File: src/rtl/nasti_trans_pkg.sv
// Shared NASTI transaction types, burst/response encodings, engine FSM
// states and the per-beat address stepping function.
package nasti_trans_pkg;

    localparam int C_NASTI_ID_WIDTH   = 9;
    localparam int C_NASTI_ADDR_WIDTH = 16;
    localparam int C_NASTI_DATA_WIDTH = 64;
    localparam int C_NASTI_USER_WIDTH = 1;
    localparam int C_NASTI_STRB_WIDTH = C_NASTI_DATA_WIDTH / 8;

    localparam logic [1:0] BURST_FIXED = 2'b00;
    localparam logic [1:0] BURST_INCR  = 2'b01;
    localparam logic [1:0] BURST_WRAP  = 2'b10;
    localparam logic [1:0] RESP_OKAY   = 2'b00;
    localparam logic [1:0] RESP_SLVERR = 2'b10;

    // AR and AW carry the same header fields.
    typedef struct packed {
        logic [C_NASTI_ID_WIDTH-1:0]   id;
        logic [C_NASTI_ADDR_WIDTH-1:0] addr;
        logic [7:0]                    len;
        logic [2:0]                    size;
        logic [1:0]                    burst;
        logic [C_NASTI_USER_WIDTH-1:0] user;
    } ax_trans;

    typedef ax_trans ar_trans;
    typedef ax_trans aw_trans;

    typedef struct packed {
        logic [C_NASTI_DATA_WIDTH-1:0] data;
        logic [C_NASTI_STRB_WIDTH-1:0] strb;
        logic                          last;
        logic [C_NASTI_USER_WIDTH-1:0] user;
    } w_trans;

    typedef struct packed {
        logic [C_NASTI_ID_WIDTH-1:0]   id;
        logic [C_NASTI_DATA_WIDTH-1:0] data;
        logic                          last;
        logic [1:0]                    resp;
        logic [C_NASTI_USER_WIDTH-1:0] user;
    } r_trans;

    typedef struct packed {
        logic [C_NASTI_ID_WIDTH-1:0]   id;
        logic [1:0]                    resp;
        logic [C_NASTI_USER_WIDTH-1:0] user;
    } b_trans;

    typedef enum logic [1:0] {
        ST_IDLE     = 2'd0,
        ST_RD_BURST = 2'd1,
        ST_WR_BURST = 2'd2,
        ST_WR_RESP  = 2'd3
    } eng_state_e;

    // Address of the beat following 'addr'. Reserved burst 2'b11 steps like INCR.
    function automatic logic [C_NASTI_ADDR_WIDTH-1:0] next_addr(
        input logic [C_NASTI_ADDR_WIDTH-1:0] addr,
        input logic [2:0]                    size,
        input logic [1:0]                    burst,
        input logic [7:0]                    len
    );
        logic [C_NASTI_ADDR_WIDTH-1:0] sz;
        logic [C_NASTI_ADDR_WIDTH-1:0] wb;
        sz = C_NASTI_ADDR_WIDTH'(1) << size;
        wb = (C_NASTI_ADDR_WIDTH'(len) + C_NASTI_ADDR_WIDTH'(1)) * sz;
        case (burst)
            BURST_FIXED: next_addr = addr;
            BURST_WRAP:  next_addr = (addr & ~(wb - 1'b1)) | ((addr + sz) & (wb - 1'b1));
            default:     next_addr = (addr & ~(sz - 1'b1)) + sz;
        endcase
    endfunction

endpackage

File: src/rtl/nasti_tag_fifo.sv
// Read tag FIFO: remembers {id, user, last} for every issued read beat so
// the in-order memory return can be labelled. DEPTH must be a power of 2.
module nasti_tag_fifo #(
    parameter int DEPTH = 8,
    parameter int WIDTH = 11
) (
    input  logic             i_clk,
    input  logic             i_arstn,
    input  logic             i_push,
    input  logic [WIDTH-1:0] i_din,
    input  logic             i_pop,
    output logic [WIDTH-1:0] o_dout,
    output logic             o_full,
    output logic             o_empty
);
    localparam int PW = $clog2(DEPTH);

    logic [WIDTH-1:0] r_mem [DEPTH];
    logic [PW:0]      r_wptr;
    logic [PW:0]      r_rptr;
    logic             w_do_push;
    logic             w_do_pop;

    assign o_empty   = (r_wptr == r_rptr);
    assign o_full    = (r_wptr[PW] != r_rptr[PW]) && (r_wptr[PW-1:0] == r_rptr[PW-1:0]);
    assign w_do_push = i_push & ~o_full;
    assign w_do_pop  = i_pop & ~o_empty;
    assign o_dout    = r_mem[r_rptr[PW-1:0]];

    // Storage and pointers; a simultaneous push and pop keeps the count.
    always_ff @(posedge i_clk or negedge i_arstn) begin
        if (!i_arstn) begin
            r_wptr <= '0;
            r_rptr <= '0;
            for (int i = 0; i < DEPTH; i++) r_mem[i] <= '0;
        end else begin
            if (w_do_push) begin
                r_mem[r_wptr[PW-1:0]] <= i_din;
                r_wptr <= r_wptr + {{PW{1'b0}}, 1'b1};
            end
            if (w_do_pop) r_rptr <= r_rptr + {{PW{1'b0}}, 1'b1};
        end
    end

endmodule

File: src/rtl/nasti_burst_engine.sv
// Core-clock NASTI burst engine: pops AR/AW/W frontend FIFOs, expands each
// burst into per-beat memory commands and returns R beats / B responses.
// Optional feature macro NASTI_WLAST_CHECK_EN: when defined, a W beat whose
// last flag disagrees with the beat count marks the burst SLVERR.
// Handshakes: a command transfers on the clock edge where cmd_valid and
// cmd_ready are both high; once raised, cmd_valid holds its payload stable
// until that edge. rd_valid/rd_ready follow the same rule. FIFO pops/pushes
// (rinc_*/winc_*) take effect on the edge where they are high.
module nasti_burst_engine
    import nasti_trans_pkg::*;
#(
    parameter int C_RD_TAGS = 8
) (
    input  logic                          core_clk,
    input  logic                          core_arstn,
    input  ar_trans                       rdata_ar,
    input  logic                          rempty_ar,
    output logic                          rinc_ar,
    input  aw_trans                       rdata_aw,
    input  logic                          rempty_aw,
    output logic                          rinc_aw,
    input  w_trans                        rdata_w,
    input  logic                          rempty_w,
    output logic                          rinc_w,
    output r_trans                        wdata_r,
    input  logic                          wfull_r,
    output logic                          winc_r,
    output b_trans                        wdata_b,
    input  logic                          wfull_b,
    output logic                          winc_b,
    output logic                          cmd_valid,
    input  logic                          cmd_ready,
    output logic                          cmd_we,
    output logic [C_NASTI_ADDR_WIDTH-1:0] cmd_addr,
    output logic [C_NASTI_DATA_WIDTH-1:0] cmd_wdata,
    output logic [C_NASTI_STRB_WIDTH-1:0] cmd_wstrb,
    input  logic                          rd_valid,
    output logic                          rd_ready,
    input  logic [C_NASTI_DATA_WIDTH-1:0] rd_data,
    output logic [1:0]                    dbg_state
);
    localparam int TAG_W = C_NASTI_ID_WIDTH + C_NASTI_USER_WIDTH + 1;

    eng_state_e       r_state;
    eng_state_e       w_next;
    ax_trans          r_hdr;
    logic [7:0]       r_beat;
    logic             r_last_rd;
    logic             r_rinc_ar;
    logic             r_rinc_aw;
    logic             w_grant_rd;
    logic             w_grant_wr;
    logic             w_cmd_fire;
    logic             w_last_beat;
    logic             w_tag_full;
    logic             w_tag_empty;
    logic [TAG_W-1:0] w_tag_dout;
    logic             w_resp_err;

    assign w_last_beat = (r_beat == r_hdr.len);
    assign w_cmd_fire  = cmd_valid & cmd_ready;
    assign dbg_state   = r_state;
    assign rinc_ar     = r_rinc_ar;
    assign rinc_aw     = r_rinc_aw;
    assign cmd_addr    = r_hdr.addr;
    assign cmd_wdata   = cmd_we ? rdata_w.data : '0;
    assign cmd_wstrb   = cmd_we ? rdata_w.strb : '0;

    // Next state, arbitration and per-state handshake outputs.
    always_comb begin
        w_next     = r_state;
        w_grant_rd = 1'b0;
        w_grant_wr = 1'b0;
        cmd_valid  = 1'b0;
        cmd_we     = 1'b0;
        rinc_w     = 1'b0;
        winc_b     = 1'b0;
        case (r_state)
            ST_IDLE: begin
                // On a tie the class not granted last wins.
                w_grant_rd = ~rempty_ar & (rempty_aw | ~r_last_rd);
                w_grant_wr = ~rempty_aw & (rempty_ar | r_last_rd);
                if (w_grant_rd)      w_next = ST_RD_BURST;
                else if (w_grant_wr) w_next = ST_WR_BURST;
            end
            ST_RD_BURST: begin
                cmd_valid = ~w_tag_full;
                if (cmd_valid && cmd_ready && w_last_beat) w_next = ST_IDLE;
            end
            ST_WR_BURST: begin
                cmd_valid = ~rempty_w;
                cmd_we    = 1'b1;
                rinc_w    = cmd_valid & cmd_ready;
                if (rinc_w && w_last_beat) w_next = ST_WR_RESP;
            end
            ST_WR_RESP: begin
                winc_b = ~wfull_b;
                if (winc_b) w_next = ST_IDLE;
            end
            default: w_next = ST_IDLE;
        endcase
    end

    // FSM state register.
    always_ff @(posedge core_clk or negedge core_arstn) begin
        if (!core_arstn) r_state <= ST_IDLE;
        else             r_state <= w_next;
    end

    // Header capture on grant, address/beat stepping on each accepted command.
    // The header FIFO is popped in the cycle after the grant.
    always_ff @(posedge core_clk or negedge core_arstn) begin
        if (!core_arstn) begin
            r_hdr     <= '0;
            r_beat    <= '0;
            r_last_rd <= 1'b0;
            r_rinc_ar <= 1'b0;
            r_rinc_aw <= 1'b0;
        end else begin
            r_rinc_ar <= w_grant_rd;
            r_rinc_aw <= w_grant_wr;
            if (w_grant_rd) begin
                r_hdr     <= rdata_ar;
                r_beat    <= '0;
                r_last_rd <= 1'b1;
            end else if (w_grant_wr) begin
                r_hdr     <= rdata_aw;
                r_beat    <= '0;
                r_last_rd <= 1'b0;
            end else if (w_cmd_fire) begin
                r_hdr.addr <= next_addr(r_hdr.addr, r_hdr.size, r_hdr.burst, r_hdr.len);
                r_beat     <= r_beat + 8'd1;
            end
        end
    end

`ifdef NASTI_WLAST_CHECK_EN
    logic r_err;
    logic w_unused_wuser;
    assign w_unused_wuser = ^rdata_w.user;
    assign w_resp_err     = r_err;

    // Sticky per-burst flag for a W last bit that disagrees with the beat count.
    always_ff @(posedge core_clk or negedge core_arstn) begin
        if (!core_arstn)                                     r_err <= 1'b0;
        else if (w_grant_wr)                                 r_err <= 1'b0;
        else if (rinc_w && (rdata_w.last != w_last_beat))    r_err <= 1'b1;
    end
`else
    logic w_unused_wlast;
    assign w_unused_wlast = ^{rdata_w.last, rdata_w.user};
    assign w_resp_err     = 1'b0;
`endif

    // Write response built from the captured AW header.
    always_comb begin
        wdata_b      = '0;
        wdata_b.id   = r_hdr.id;
        wdata_b.user = r_hdr.user;
        wdata_b.resp = w_resp_err ? RESP_SLVERR : RESP_OKAY;
    end

    // Read return path, independent of the FSM.
    assign rd_ready = ~wfull_r;
    assign winc_r   = rd_valid & ~wfull_r;

    // R beat labelled with the oldest outstanding tag.
    always_comb begin
        wdata_r      = '0;
        wdata_r.id   = w_tag_dout[TAG_W-1 -: C_NASTI_ID_WIDTH];
        wdata_r.data = rd_data;
        wdata_r.last = w_tag_dout[0];
        wdata_r.resp = RESP_OKAY;
        wdata_r.user = w_tag_dout[1 +: C_NASTI_USER_WIDTH];
    end

    nasti_tag_fifo #(
        .DEPTH(C_RD_TAGS),
        .WIDTH(TAG_W)
    ) u_tags (
        .i_clk  (core_clk),
        .i_arstn(core_arstn),
        .i_push (w_cmd_fire & ~cmd_we),
        .i_din  ({r_hdr.id, r_hdr.user, w_last_beat}),
        .i_pop  (winc_r),
        .o_dout (w_tag_dout),
        .o_full (w_tag_full),
        .o_empty(w_tag_empty)
    );

    // Memory must never return data for a beat that was not issued.
    a_rd_has_tag: assert property (@(posedge core_clk) disable iff (!core_arstn)
        !(rd_valid && w_tag_empty));

endmodule

File: config.mk
export PLATFORM = sky130hd
export DESIGN_NAME = nasti_burst_engine
export DESIGN_NICKNAME = d
export VERILOG_FILES = /design/src/rtl/nasti_trans_pkg.sv /design/src/rtl/nasti_tag_fifo.sv /design/src/rtl/nasti_burst_engine.sv
export SDC_FILE = /design/constraint.sdc
export NUM_CORES = 1
export LEC_CHECK = 0
export ABC_AREA = 1
export BUFFER_PORTS_ARGS = -buffer_cell sky130_fd_sc_hd__buf_2
export CAP_MARGIN = 20
export CORE_AREA = 3 3 172 174
export CTS_BUF_LIST = sky130_fd_sc_hd__clkbuf_4
export DETAILED_ROUTE_END_ITERATION = 8
export DIE_AREA = 0 0 175 177
export GPL_TIMING_DRIVEN = 0
export PLACE_DENSITY = 0.79
export SYNTH_ARGS = -nofsm -noshare
export SYNTH_HDL_FRONTEND = slang
export SYNTH_HIERARCHICAL = 1
export SYNTH_SLANG_ARGS = --single-unit
File: constraint.sdc
create_clock -name core_clk -period 14.3 [get_ports core_clk]
set_input_delay 1.43 -clock core_clk [delete_from_list [all_inputs] [get_ports core_clk]]
set_output_delay 1.43 -clock core_clk [all_outputs]
set_load 0.02 [all_outputs]
==> flow_summary.ini <==
[cells_and_area]
final_util = 0.589
final_layout_size_suffix_gt1_frac = 0.282
n_antenna_cell = 0
fin_nets = 2669
area_delta_synth_final_pct = 17.8
layout_commonest_cell = nand2_1
mostFrequentLayoutCells = nand2_1 (493), buf_2 (359), inv_1 (234)
final-seq-area_sq_um = 3700
nFillCells = 2620
multi_input_comb_area_sq_um = 8020

[global_routing]
grt.total_usage = 0.309
grtUsageMet2 = 0.502
grt-busiest-layer = met2
grt_pass1_wl_um = 75700
antenna_found_initial = 0
grt_max_degree = 81
grt_use_met1 = 0.415
met3_usage = 0.0738
grt_overflow = 0
grt_pass1_vias = 14077

[synthesis]
syn_area_sq_um = 14000
syn_avg_cell_area_sq_um = 7.11
yosys_warnings = 6
syn_inst = 1966

[flow_run]
maxCapViolCount = 0

[critical_path]
path_buf_inv = 8
r2r_setup_slack_ps = 8010
rr_startpoint = r_hdr[6]$_DFFE_PN0N_
cpMostUsedCell = nand2_1
critPathMaxFanout = 7
crit_required_ps = 14810
path_class = register to register
arrival_ps = 6800
critPathLaunchType = register
cp_top_family = adder cells
max_stage_delay_ps = 550
slowest_stage = fa_1
critPathCaptureType = register
r2r_cells = 31

[sta]
rsz0062_at_grt = no
fin_crit_sh = 0.440
relSlewSlack = 0.215
worst_slew_pin_slew_ps = 1170
tns_ps = 0
period_minus_slack_ps = 6290
setup_violations = 0
maxSlewViolCount = 0
skew_ps = 27.0
hold-worst-slack_ps = 492
hold_viol = 0
fmax_ghz = 0.159

[clock_tree]
path_clk_slew_ps = 130
cts_made_buffers = 17
htree_levels = 4
cts_root_buffer = clkbuf_4
cts_tree = built
clkLatencyLatePin_ps = 580
cts_sinks = 148
post_cts_buffers = 0
cts_resized = 0
cts.path.max_buffers = 2
hold_buffers = 0

[die]
initial_utilization = 0.500
dieArea_sq_um = 31000
fp.dieH_um = 177
rows = 61
core-area_sq_um = 27900
io_pins = 412
die_w_um = 175

[min_path]
hp-class = register to register
holdPathEnd = u_tags/r_mem[76]$_DFFE_PN0P_
hold_path_depth = 2
worstHoldStart = u_tags/r_mem[76]$_DFFE_PN0P_

[drt]
drt-initial-drc-count = 1563
drc = 0
drt_pass1_iterations = 6
num_vias = 14599
wire_per_inst_um = 18.0
ant_nets = 0
viasPerCell = 5.37
routed_wl_um = 49000

[placed_design]
numPortBuffers = 341
place.gp.congestion = 0.952
hpwl_um = 39400

[status]
status = finished, final reports clean
## worst max path at each step
stage,cells past startpoint,startpoint,to,slack (ps)
after CTS,31,r_hdr[6]$_DFFE_PN0N_,register,8040
after detailed placement,31,r_hdr[6]$_DFFE_PN0N_,register,8080
final,31,r_hdr[6]$_DFFE_PN0N_,register,8010
after global routing,28,r_hdr[6]$_DFFE_PN0N_,register,7550
after global placement,31,r_hdr[6]$_DFFE_PN0N_,register,8150
after floorplan,29,r_hdr[6]$_DFFE_PN0N_,register,8890
## stage by stage
step	setup WS, ps	cells	cell area [sq um]
after CTS	8040	2721	16500
after floorplan	8890	1969	14000
final	8010	2721	16500
after detailed placement	8080	2689	16200
after global placement	8150	2688	16200
after global routing	7550	2721	16500
## area by class of cell
class	count	share of cell area
multi-input combinational	1375	0.488
clock buffer	18	0.00821
timing repair buffer	342	0.106
inverter	254	0.0582
clock inverter	14	0.00760
buffer	192	0.0789
sequential	148	0.225
tap	378	0.0287
## worst min-delay path: stages (launching register included)
cell     delay, ps
dfrtp_1        370
nand2_1         50
nand2_1         40
## per-layer routing
metal  up-vias  share of wire
li1       6892              -
met1      6842           0.41
met2       765           0.47
met3       100          0.094
met4         0          0.029
met5         -              0
Power is left out: the tool's default activity adds up to more than one toggle a clock period on the data nets, which glitch-free logic cannot reach.
